--- src/rtl/xnor_popcount_acc_if.sv ---
// Signal bundle between the binary-neuron accumulator, its beat counter and the result consumer.
// slave is the accumulator's view; master is the view of whatever drives it.
interface xnor_popcount_acc_if #(
  parameter int unsigned CHUNK_W = 8,
  parameter int unsigned CNT_W   = 7,
  parameter int unsigned ACC_W   = 11
);
  logic               start;
  logic [ACC_W-1:0]   threshold;
  logic               cnt_en;
  logic               cnt_fin;
  logic [CNT_W-1:0]   cnt_idx;
  logic [CHUNK_W-1:0] act_bits;
  logic [CHUNK_W-1:0] wgt_bits;
  logic               busy;
  logic               out_valid;
  logic               out_ready;
  logic               out_bit;
  logic [ACC_W-1:0]   out_sum;
  logic               seq_err;

  modport slave (
    input  start, threshold, cnt_fin, cnt_idx, act_bits, wgt_bits, out_ready,
    output cnt_en, busy, out_valid, out_bit, out_sum, seq_err
  );

  modport master (
    output start, threshold, cnt_fin, cnt_idx, act_bits, wgt_bits, out_ready,
    input  cnt_en, busy, out_valid, out_bit, out_sum, seq_err
  );
endinterface

--- src/rtl/xnor_popcount_acc.sv ---
// Binary-neuron accumulator: XNOR-popcounts one chunk per counter beat, then thresholds the
// saturated sum into one activation bit presented on a valid/ready output.
module xnor_popcount_acc #(
  parameter int unsigned CHUNK_W = 8,
  parameter int unsigned CNT_W   = 7,
  parameter int unsigned ACC_W   = 11
) (
  input logic                clk,
  input logic                rst,
  xnor_popcount_acc_if.slave bus
);
  localparam int unsigned PopW = $clog2(CHUNK_W + 1);

  typedef enum logic [1:0] {StIdle, StAcc, StOut} state_e;

  state_e             state_q, state_d;
  logic [ACC_W-1:0]   acc_q, acc_d;
  logic [ACC_W-1:0]   thr_q, thr_d;
  logic [ACC_W-1:0]   out_sum_q, out_sum_d;
  logic [CNT_W-1:0]   exp_idx_q, exp_idx_d;
  logic               out_valid_q, out_valid_d;
  logic               out_bit_q, out_bit_d;
  logic               seq_err_q, seq_err_d;

  logic [CHUNK_W-1:0] match;
  logic [PopW-1:0]    pop;
  logic [ACC_W:0]     sum_ext;
  logic [ACC_W-1:0]   acc_sat;

  assign match = ~(bus.act_bits ^ bus.wgt_bits);

  always_comb begin
    pop = '0;
    for (int i = 0; i < int'(CHUNK_W); i++) begin
      pop = pop + PopW'(match[i]);
    end
  end

  // One spare bit catches the carry so the sum can clamp instead of wrapping.
  assign sum_ext = {1'b0, acc_q} + (ACC_W + 1)'(pop);
  assign acc_sat = sum_ext[ACC_W] ? {ACC_W{1'b1}} : sum_ext[ACC_W-1:0];

  always_comb begin
    state_d     = state_q;
    acc_d       = acc_q;
    thr_d       = thr_q;
    out_sum_d   = out_sum_q;
    exp_idx_d   = exp_idx_q;
    out_valid_d = out_valid_q;
    out_bit_d   = out_bit_q;
    seq_err_d   = seq_err_q;
    unique case (state_q)
      StIdle: begin
        if (bus.start) begin
          thr_d     = bus.threshold;
          acc_d     = '0;
          exp_idx_d = '0;
          seq_err_d = 1'b0;
          state_d   = StAcc;
        end
      end
      StAcc: begin
        if (bus.cnt_fin) begin
          out_sum_d   = acc_q;
          out_bit_d   = (acc_q >= thr_q);
          out_valid_d = 1'b1;
          state_d     = StOut;
        end else begin
          acc_d     = acc_sat;
          exp_idx_d = exp_idx_q + CNT_W'(1);
          if (bus.cnt_idx != exp_idx_q) begin
            seq_err_d = 1'b1;
          end
        end
      end
      StOut: begin
        if (bus.out_ready) begin
          out_valid_d = 1'b0;
          state_d     = StIdle;
        end
      end
      default: state_d = StIdle;
    endcase
  end

  always_ff @(posedge clk or negedge rst) begin
    if (!rst) begin
      state_q     <= StIdle;
      acc_q       <= '0;
      thr_q       <= '0;
      out_sum_q   <= '0;
      exp_idx_q   <= '0;
      out_valid_q <= 1'b0;
      out_bit_q   <= 1'b0;
      seq_err_q   <= 1'b0;
    end else begin
      state_q     <= state_d;
      acc_q       <= acc_d;
      thr_q       <= thr_d;
      out_sum_q   <= out_sum_d;
      exp_idx_q   <= exp_idx_d;
      out_valid_q <= out_valid_d;
      out_bit_q   <= out_bit_d;
      seq_err_q   <= seq_err_d;
    end
  end

  assign bus.cnt_en    = (state_q == StAcc);
  assign bus.busy      = (state_q != StIdle);
  assign bus.out_valid = out_valid_q;
  assign bus.out_bit   = out_bit_q;
  assign bus.out_sum   = out_sum_q;
  assign bus.seq_err   = seq_err_q;
endmodule

--- src/flat_wrapper.sv ---
// flat-port wrapper written by rule: the top's interface ports become plain ports
module xnor_popcount_acc_flat 
#(
  parameter int unsigned CHUNK_W = 8,
  parameter int unsigned CNT_W   = 7,
  parameter int unsigned ACC_W   = 11
)
  (clk, rst, bus_start, bus_threshold, bus_cnt_fin, bus_cnt_idx, bus_act_bits, bus_wgt_bits, bus_out_ready, bus_cnt_en, bus_busy, bus_out_valid, bus_out_bit, bus_out_sum, bus_seq_err);
  xnor_popcount_acc_if #(.CHUNK_W(CHUNK_W), .CNT_W(CNT_W), .ACC_W(ACC_W)) bus_i ();
  input logic clk;
  input logic rst;
  input wire logic [$bits(bus_i.start)-1:0] bus_start;
  input wire logic [$bits(bus_i.threshold)-1:0] bus_threshold;
  input wire logic [$bits(bus_i.cnt_fin)-1:0] bus_cnt_fin;
  input wire logic [$bits(bus_i.cnt_idx)-1:0] bus_cnt_idx;
  input wire logic [$bits(bus_i.act_bits)-1:0] bus_act_bits;
  input wire logic [$bits(bus_i.wgt_bits)-1:0] bus_wgt_bits;
  input wire logic [$bits(bus_i.out_ready)-1:0] bus_out_ready;
  output wire logic [$bits(bus_i.cnt_en)-1:0] bus_cnt_en;
  output wire logic [$bits(bus_i.busy)-1:0] bus_busy;
  output wire logic [$bits(bus_i.out_valid)-1:0] bus_out_valid;
  output wire logic [$bits(bus_i.out_bit)-1:0] bus_out_bit;
  output wire logic [$bits(bus_i.out_sum)-1:0] bus_out_sum;
  output wire logic [$bits(bus_i.seq_err)-1:0] bus_seq_err;
  assign bus_i.start = bus_start;
  assign bus_i.threshold = bus_threshold;
  assign bus_i.cnt_fin = bus_cnt_fin;
  assign bus_i.cnt_idx = bus_cnt_idx;
  assign bus_i.act_bits = bus_act_bits;
  assign bus_i.wgt_bits = bus_wgt_bits;
  assign bus_i.out_ready = bus_out_ready;
  assign bus_cnt_en = bus_i.cnt_en;
  assign bus_busy = bus_i.busy;
  assign bus_out_valid = bus_i.out_valid;
  assign bus_out_bit = bus_i.out_bit;
  assign bus_out_sum = bus_i.out_sum;
  assign bus_seq_err = bus_i.seq_err;
  xnor_popcount_acc #(.CHUNK_W(CHUNK_W), .CNT_W(CNT_W), .ACC_W(ACC_W)) u_core (.clk(clk), .rst(rst), .bus(bus_i));
endmodule
--- config.mk ---
export PLATFORM = sky130hd
export DESIGN_NAME = xnor_popcount_acc_flat
export DESIGN_NICKNAME = d
export VERILOG_FILES = /design/src/rtl/xnor_popcount_acc_if.sv /design/src/rtl/xnor_popcount_acc.sv /design/src/flat_wrapper.sv
export SDC_FILE = /design/constraint.sdc
export NUM_CORES = 1
export LEC_CHECK = 0
export ABC_AREA = 1
export BUFFER_PORTS_ARGS = -buffer_cell sky130_fd_sc_hd__buf_2
export CORE_UTILIZATION = 55
export CTS_CLUSTER_SIZE = 8
export DETAILED_ROUTE_END_ITERATION = 12
export PLACE_DENSITY_LB_ADDON = 0.1
export SKIP_LAST_GASP = 1
export SYNTH_ARGS = -nofsm -noshare
export SYNTH_HDL_FRONTEND = slang
export SYNTH_SLANG_ARGS = --single-unit
--- constraint.sdc ---
create_clock -name clk -period 2.1 [get_ports clk]
set_input_delay 0.525 -clock clk [delete_from_list [all_inputs] [get_ports clk]]
set_output_delay 0.525 -clock clk [all_outputs]
set_load 0.05 [all_outputs]
Word-level counts from Yosys, hierarchy flattened --
Index checks and enable logic that the tools add are counted. W data, S select, Z words.
Word-level totals: flip-flop bits (word level) 45, input bits 39, output and inout bits 16, logic and storage cells 56
Cells by class: $add $sub $neg 9, order comparisons 1, eq/ne operators 8, mux-type cells 18, bitwise logic cells 2, reductions and logical operators 10
Operator list (count):
- $mux W11 | 3
- $add A4 B1 Y4 | 6
- $pmux W11 S2 | 1
- $mux W7 | 2
- $pmux W7 S2 | 1
- $add A11 B4 Y12 | 1
- $ge A11 B11 Y1 | 1
- $reduce_and A3 Y1 | 3
- $ne A2 B2 Y1 const B | 4
- $not A8 Y8 | 1
- $xor A8 B8 Y8 | 1
- $add A7 B1 Y7 const B | 1
- $ne A7 B7 Y1 | 1
- $mux W2 | 3
- $pmux W2 S3 | 1
- $reduce_bool A2 Y1 | 3
- $mux W1 | 5
- $pmux W1 S2 | 2
- $reduce_and A2 Y1 | 2
- $reduce_and A4 Y1 | 1
- $add A1 B1 Y2 | 1
- $eq A2 B1 Y1 const B | 1
- $eq A2 B2 Y1 const B | 1
- $logic_not A2 Y1 | 1
- $ne A2 B1 Y1 const B | 1

Longest topological paths before layout --
Gate-level depths: netlist of the first run.
depth in word-level cells 13, depth in mapped cells 20

Least setup slack after synthesis of the first run --
Ideal clock, no wire load.
path type input -> register, start point input bus_act_bits[0], end point register u_core.acc_q[4], library setup time 122 ps, arrival time 3953 ps, data required time 1978 ps, path slack -1974 ps, stages on the path 17, buffers on the path 0, cells stage by stage xnor2_1 ha_1 inv_1 fa_1 fa_1 inv_1 fa_1 inv_1 fa_1 fa_1 inv_1 nand3_1 nand2_1 xor2_1 nand2_1 nand2_1 o21ai_1
On the way: word-level cells in the longest chain between the ends 13
Ends and longest elaborated chain:
- start: declaration | RTL line flat_wrapper.sv:16 | input wire logic [$bits(bus_i.act_bits)-1:0] bus_act_bits;
- $xor A8 B8 Y8 | RTL line xnor_popcount_acc.sv:30 | assign match = ~(bus.act_bits ^ bus.wgt_bits);
- $not A8 Y8 | RTL line xnor_popcount_acc.sv:30
- $add A1 B1 Y2 | RTL line xnor_popcount_acc.sv:35 | pop = pop + PopW'(match[i]);
- $add A4 B1 Y4 (6 in series) | RTL line xnor_popcount_acc.sv:35
- $add A11 B4 Y12 | RTL line xnor_popcount_acc.sv:40 | assign sum_ext = {1'b0, acc_q} + (ACC_W + 1)'(pop);
- $mux W11 | RTL line xnor_popcount_acc.sv:41 | assign acc_sat = sum_ext[ACC_W] ? {ACC_W{1'b1}} : sum_ext[ACC_W-1:0];
- $mux W11 | RTL line xnor_popcount_acc.sv:63 | if (bus.cnt_fin) begin
- $pmux W11 S2 | RTL line xnor_popcount_acc.sv:52 | unique case (state_q)
- end signal: assignment | RTL line xnor_popcount_acc.sv:89 | acc_q <= '0;
- end signal: assignment | RTL line xnor_popcount_acc.sv:98 | acc_q <= acc_d;
- end: declaration | RTL line xnor_popcount_acc.sv:17 | logic [ACC_W-1:0] acc_q, acc_d;
No other way between the ends. The select of a mux whose other input is x is not followed. A chain may end at the register's enable or synchronous reset.

Final worst setup path of the first run --
start point input bus_wgt_bits[1], end point register u_core.acc_q[10]
On the way: word-level cells in the longest chain between the ends 13
Ends and longest elaborated chain:
- start: declaration | RTL line flat_wrapper.sv:17 | input wire logic [$bits(bus_i.wgt_bits)-1:0] bus_wgt_bits;
- $xor A8 B8 Y8 | RTL line xnor_popcount_acc.sv:30
- $not A8 Y8 | RTL line xnor_popcount_acc.sv:30
- $add A1 B1 Y2 | RTL line xnor_popcount_acc.sv:35
- $add A4 B1 Y4 (6 in series) | RTL line xnor_popcount_acc.sv:35
- $add A11 B4 Y12 | RTL line xnor_popcount_acc.sv:40
- $mux W11 | RTL line xnor_popcount_acc.sv:41
- $mux W11 | RTL line xnor_popcount_acc.sv:63
- $pmux W11 S2 | RTL line xnor_popcount_acc.sv:52
No other way between the ends. The select of a mux whose other input is x is not followed.

==> results of run 1 <==
-- metrics by stage --
stage / instance area [um2] / hold slack (ns) / utilization
6_report: 3600 / 0.154 / 0.742
5_1_grt: 3600 / 0.179 / 0.742
4_1_cts: 3480 / 0.159 / 0.719
3_5_place_dp: 3230 / 0.467 / 0.667
3_3_place_gp: 3230 / 0.461 / 0.667
2_1_floorplan: 2850 / 0.229 / -
-- state kept, by name, indices dropped and copies added, names as in the netlist --
register,count
u_core.bus.seq_err,1
u_core.bus.out_sum,11
u_core.bus.out_bit,1
u_core.state_q,2
u_core.thr_q,11
u_core.exp_idx_q,7
u_core.acc_q,11
u_core.bus.out_valid,1
-- cell usage after synthesis, drive strengths merged --
cell type | n | area, um2
nand3 | 17 | 85.1
fa | 5 | 100
a21o | 1 | 7.51
buf | 6 | 32.5
inv | 63 | 236
or2 | 1 | 6.26
ha | 19 | 238
nand4 | 6 | 37.5
xnor2 | 6 | 52.6
nor3 | 7 | 35.0
o22ai | 1 | 6.26
nor2 | 29 | 139
dfrtp | 45 | 1130
o21ai | 31 | 159
nand2 | 119 | 469
xor2 | 6 | 52.6
a21oi | 12 | 60.1
-- report_power, final --
part | internal (mW) | total, mW | switching, mW
registers | 1.10 | 1.24 | 0.140
logic | 0.934 | 2.49 | 1.56
clock network | 0.388 | 0.677 | 0.289
-- worst max-delay path: cells and delay by family --
family,cells,cell delay [ns]
XOR/XNOR,1,0.12
adder cells (fa/ha/maj),6,2.42
buffers and inverters,5,0.34
AND/OR/NAND/NOR,7,0.57
-- cells by family (layout without fill, tap and decap cells) --
kind of cell / Yosys count / after routing / synth area share
adder cells (fa/ha/maj): 24 / 24 / 0.119
flip-flops: 45 / 45 / 0.396
XOR/XNOR: 12 / 12 / 0.0370
buffers and inverters: 69 / 139 / 0.0946
AND/OR/NAND/NOR: 179 / 180 / 0.272
AO/OA/AOI/OAI: 45 / 45 / 0.0819
-- routing by layer --
metal	up-vias	part of all wire
met5	-	0
met1	1205	0.42
met3	15	0.056
met4	0	0.019
li1	1309	-
met2	87	0.50
-- cell type report --
class,count,share of cell area
timing repair buffer,68,0.112
sequential,45,0.313
clock inverter,1,0.00835
clock buffer,7,0.0240
inverter,63,0.0657
multi-input combinational,261,0.453
tap,67,0.0233
-- worst max path at each step --
| stage | start | endpoint | slack [ns] | cells past startpoint |
|---|---|---|---|---|
| 3_5_place_dp | bus_act_bits[0] | u_core.acc_q[8]$_DFFE_PN0P_ | -2.00 | 20 |
| 6_report | bus_wgt_bits[1] | u_core.acc_q[10]$_DFFE_PN0P_ | -1.69 | 19 |
| 5_1_grt | bus_wgt_bits[1] | u_core.acc_q[10]$_DFFE_PN0P_ | -1.85 | 19 |
| 2_1_floorplan | bus_act_bits[0] | u_core.acc_q[10]$_DFFE_PN0P_ | -1.66 | 19 |
| 3_3_place_gp | bus_act_bits[0] | u_core.acc_q[10]$_DFFE_PN0P_ | -1.90 | 20 |
| 4_1_cts | bus_wgt_bits[1] | u_core.acc_q[10]$_DFFE_PN0P_ | -1.59 | 19 |
-- repair_timing --
| item | CTS | global route |
|---|---|---|
| cloned | 1 | 0 |
| setup buffers | 3 | 3 |
| endpoints found under the setup margin | 11 | 11 |
| pin swaps | 11 | 15 |
| gates resized for setup | 25 | 16 |
==> flow_summary.ini, run 1 <==
[die]
dieArea_um2 = 5460
start_util = 0.586
die_w_um = 73.9
die_y_um = 73.9
row_count = 25
core_um2 = 4850
pin_count = 55

[worst_setup_path]
worst_ep_required_time_ns = 2.29
cp-end-kind = register
cp-start-kind = primary input
r2r_end = u_core.acc_q[1]$_DFFE_PN0P_
r2r_setup_slack_ns = 0.31
critPathMaxStageDelay_ns = 0.49
critPathKind = in -> reg
rr_startpoint = u_core.acc_q[3]$_DFFE_PN0P_
critPathArrivalTime_ns = 3.98
cp_max_fo = 6
rr_worst_depth = 9
cp_slowest_cell = fa_1
critical_path.cell_chain = buf_6 > xnor2_2 > ha_1 > inv_2 > fa_1 > fa_1 > inv_1 > fa_2 > inv_2 > fa_2 > fa_2 > inv_2 > nand3_2 > nand2_4 > nand3_1 > nand2_1 > nand3_1 > nand2_1 > nand2_1

[route]
via_per_inst = 5.11
first_iter_violations = 197
dr.pass1.iters = 6
drt-total-wl_um = 6670
vias = 2616
drc = 0
routedWlPerCell_um = 13.0
ant_nets = 0

[clock_tree]
cts_tree = built
numCtsBuffers = 5
cts_root_buf = clkbuf_8
clockBufferDepth = 2
cts_hold_buf = 0
clock_latency_ns = 0.30
cts_sinks = 45
path_clk_slew_ns = 0.08
h-tree-depth = 2

[finish]
diodes = 0
drive_gt1_frac = 0.281
seq_area_um2 = 1130
nets = 507
layout_common_cells = nand2_1, inv_1, buf_2
area_growth_syn_to_layout_pct = 26.5
layout.cells.most_common = nand2_1
fill_cells = 365
multi_input_area_um2 = 1630
finalNonFillerCells = 512

[sta]
fin_skew_ns = 0.00384
slew_viol_final = 0
relSlewSlack = 0.690
setup_viol = 11
min_period_over_period = 1.80
report.final.hold_viol_count = 0
rsz0062_at_grt = true
tightest_slew_ns = 0.465
fin_ws_ns = -1.69
fin_crit_ns = 3.79
fmax_ghz = 0.264
tns_ns = -17.52

[grt]
use_met3 = 0.0466
grt_pass1_vias = 2437
grt_use_total = 0.262
grt_overflow = 0
grt_pass1_wl_um = 10800
antenna_found_initial = 0
grt_util_met2 = 0.442
use_met1 = 0.342
grt-busiest-layer = met2
grt_max_degree = 26

[run]
maxCapViolCount = 0

[yosys]
synth_seq_cells = 45
syn_area_per_cell_um2 = 7.60
synth_nets = 437
ys.warnings.count = 0
syn_inst = 374
syn-cell-area_um2 = 2840
seq_area_frac_synth = 0.396
ys_types = 25

[placement]
dp.cells = 497
post-place-ws_ns = -2.00
gp_congestion = 0.851
hpwl_um = 4670
io_buffers = 54

[outcome]
status = finished with violations
violations = setup timing

[power]
power_density_nw_per_um2 = 1230
leakage_nw = 1.91
p_total_mw = 4.41
ir_drop_mv = 0.755

[min_path]
min_path_type = in -> async
Power figures use the tool's default switching activity.
==> inputs of run 2 (changes only) <==
--- a/config.mk
+++ b/config.mk
@@ -11,6 +11,8 @@
 export CTS_CLUSTER_SIZE = 8
 export DETAILED_ROUTE_END_ITERATION = 12
+export HOLD_SLACK_MARGIN = 0.08
 export PLACE_DENSITY_LB_ADDON = 0.1
 export SKIP_LAST_GASP = 1
+export SLEW_MARGIN = 25
 export SYNTH_ARGS = -nofsm -noshare
 export SYNTH_HDL_FRONTEND = slang
==> constraint.sdc (replaced) <==
create_clock -name clk -period 2.1 [get_ports clk]
set_input_delay 0.105 -clock clk [delete_from_list [all_inputs] [get_ports clk]]
set_output_delay 0.105 -clock clk [all_outputs]
set_load 0.05 [all_outputs]
==> run 2 against run 1 <==
Against the previous run: the flow still finishes with violations (setup timing); via count increased by 3.0%; final cell count increased by 2.3%; sequential share of layout area decreased by 0.87 points; maximum frequency increased by 14%; hold slack improved by 0.025 ns; non-clock buffer count increased by 12; design area increased by 2.9%; die area unchanged; global-route usage increased by 0.11 points; clock-buffer cell count decreased by 2; critical path type unchanged; largest cell class unchanged.
==> flow_summary.ini, run 2 (synthesis results as in run 1) <==
[outcome]
status = finished with violations
violations = setup timing

[clock_tree]
clock_latency_ns = 0.31
cts_sinks = 45
cts_tree = built
path_clk_slew_ns = 0.09
h-tree-depth = 2
clockBufferDepth = 2
numCtsBuffers = 5
cts_root_buf = clkbuf_8

[die]
pin_count = 55
die_y_um = 73.9
core_um2 = 4850
row_count = 25
dieArea_um2 = 5460
die_w_um = 73.9
start_util = 0.586

[finish]
diodes = 0
area_growth_syn_to_layout_pct = 30.1
nets = 519
drive_gt1_frac = 0.269
design_area_um2 = 3700
layout.cells.most_common = nand2_1
layout_common_cells = nand2_1, inv_1, buf_2

[sta]
relSlewSlack = 0.693
slew_viol_final = 0
setup_viol = 11
fmax_ghz = 0.301
rsz0062_at_grt = true
report.final.hold_viol_count = 0
fin_ws_ns = -1.22
fin_crit_ns = 3.32
min_period_over_period = 1.58
fin_skew_ns = 0.00979
tightest_slew_ns = 0.460
tns_ns = -12.41

[worst_setup_path]
path_buf_inv = 5
crit_family = adder cells
critical_path.cell_chain = buf_6 > xnor2_1 > ha_1 > inv_1 > fa_1 > fa_1 > inv_1 > fa_2 > inv_2 > fa_2 > inv_2 > ha_4 > nand2_2 > nand2_2 > nand2_4 > nor2_4 > nor2_4 > nand2_1 > nand2_1 > o21ai_1
cp_slowest_cell = fa_1
critPathMaxStageDelay_ns = 0.49
critPathKind = in -> reg
cp-start-kind = primary input
critPathArrivalTime_ns = 3.52
rr_startpoint = u_core.acc_q[0]$_DFFE_PN0P_
worst_ep_required_time_ns = 2.30
startpoint = bus_wgt_bits[0]
cp_max_fo = 5
cp-end-kind = register

[power]
power_density_nw_per_um2 = 1190
ir_drop_mv = 0.643
leakage_nw = 1.94

[grt]
grt_use_total = 0.263
antenna_found_initial = 0
grt_max_degree = 26
grt_pass1_wl_um = 10800
grt_overflow = 0
grt_pass1_vias = 2510

[placement]
hpwl_um = 4740
io_buffers = 54
post-place-ws_ns = -1.59
gp_congestion = 0.847
dpl-instance-area_um2 = 3230

[run]
maxCapViolCount = 0

[min_path]
hold_start = bus_start
min_path_type = in -> reg

[route]
vias = 2694
dr.pass1.iters = 5
drc = 0
routedWlPerCell_um = 13.3
first_iter_violations = 185
drt-total-wl_um = 6950
via_per_inst = 5.14
ant_nets = 0
run 2: worst min-delay path, stage by stage:
cell	delay, ns
buf_2	0.08
nand2_2	0.13
nand2_1	0.09
nand2_1	0.05
run 2: what timing repair did:
| item | 4_1_cts | 5_1_grt |
|---|---|---|
| gates cloned | 1 | 0 |
| gates resized for setup | 22 | 12 |
| setup endpoints to repair | 11 | 11 |
| hold buffers | 13 | 0 |
| setup buffers | 4 | 1 |
| hold endpoints to repair | 29 | 0 |
| pin swaps | 14 | 12 |
run 2: per-layer routing:
metal  global-route usage  part of all wire
met5                    0                 0
met1                0.326              0.43
met4               0.0876             0.026
met3               0.0439             0.043
met2                0.465              0.50
run 2: cell type report:
| type | count | area [um2] |
|---|---|---|
| multi-input cells | 261 | 1590 |
| inverters | 63 | 236 |
| clock buffers | 5 | 68.8 |
| clock inverters | 3 | 68.8 |
| fillers | 374 | 1150 |
| well taps | 67 | 83.8 |
| repair buffers | 80 | 527 |
| flip-flops and latches | 45 | 1130 |
run 2: power breakdown:
part / internal [mW] / total [mW] / switching [mW]
sequential: 1.10 / 1.24 / 0.147
combinational: 0.880 / 2.37 / 1.49
clock: 0.479 / 0.800 / 0.321
run 2: worst paths after layout:
check                                               endpoint  slack [ns]  cells past startpoint
min                              u_core.thr_q[0]$_DFFE_PN0P_        0.18                      4
max                              u_core.acc_q[3]$_DFFE_PN0P_       -1.22                     20
max reg2reg                     u_core.acc_q[10]$_DFFE_PN0P_        0.39                     11
min reg2reg                u_core.bus.out_sum[1]$_DFFE_PN0P_        0.49                      2
max in group asynchronous    u_core.exp_idx_q[0]$_DFFE_PN0P_        1.29                      3
min in group asynchronous        u_core.thr_q[2]$_DFFE_PN0P_        0.25                      2
run 2: stage by stage:
step	total power, mW	std cells	hold WS (ns)	utilization
6_report	4.41	524	0.180	0.763
3_5_place_dp	3.27	497	0.0650	0.667
2_1_floorplan	2.71	374	-0.191	-
5_1_grt	4.73	524	0.198	0.763
3_3_place_gp	3.19	497	0.0623	0.667
4_1_cts	4.26	523	0.176	0.750
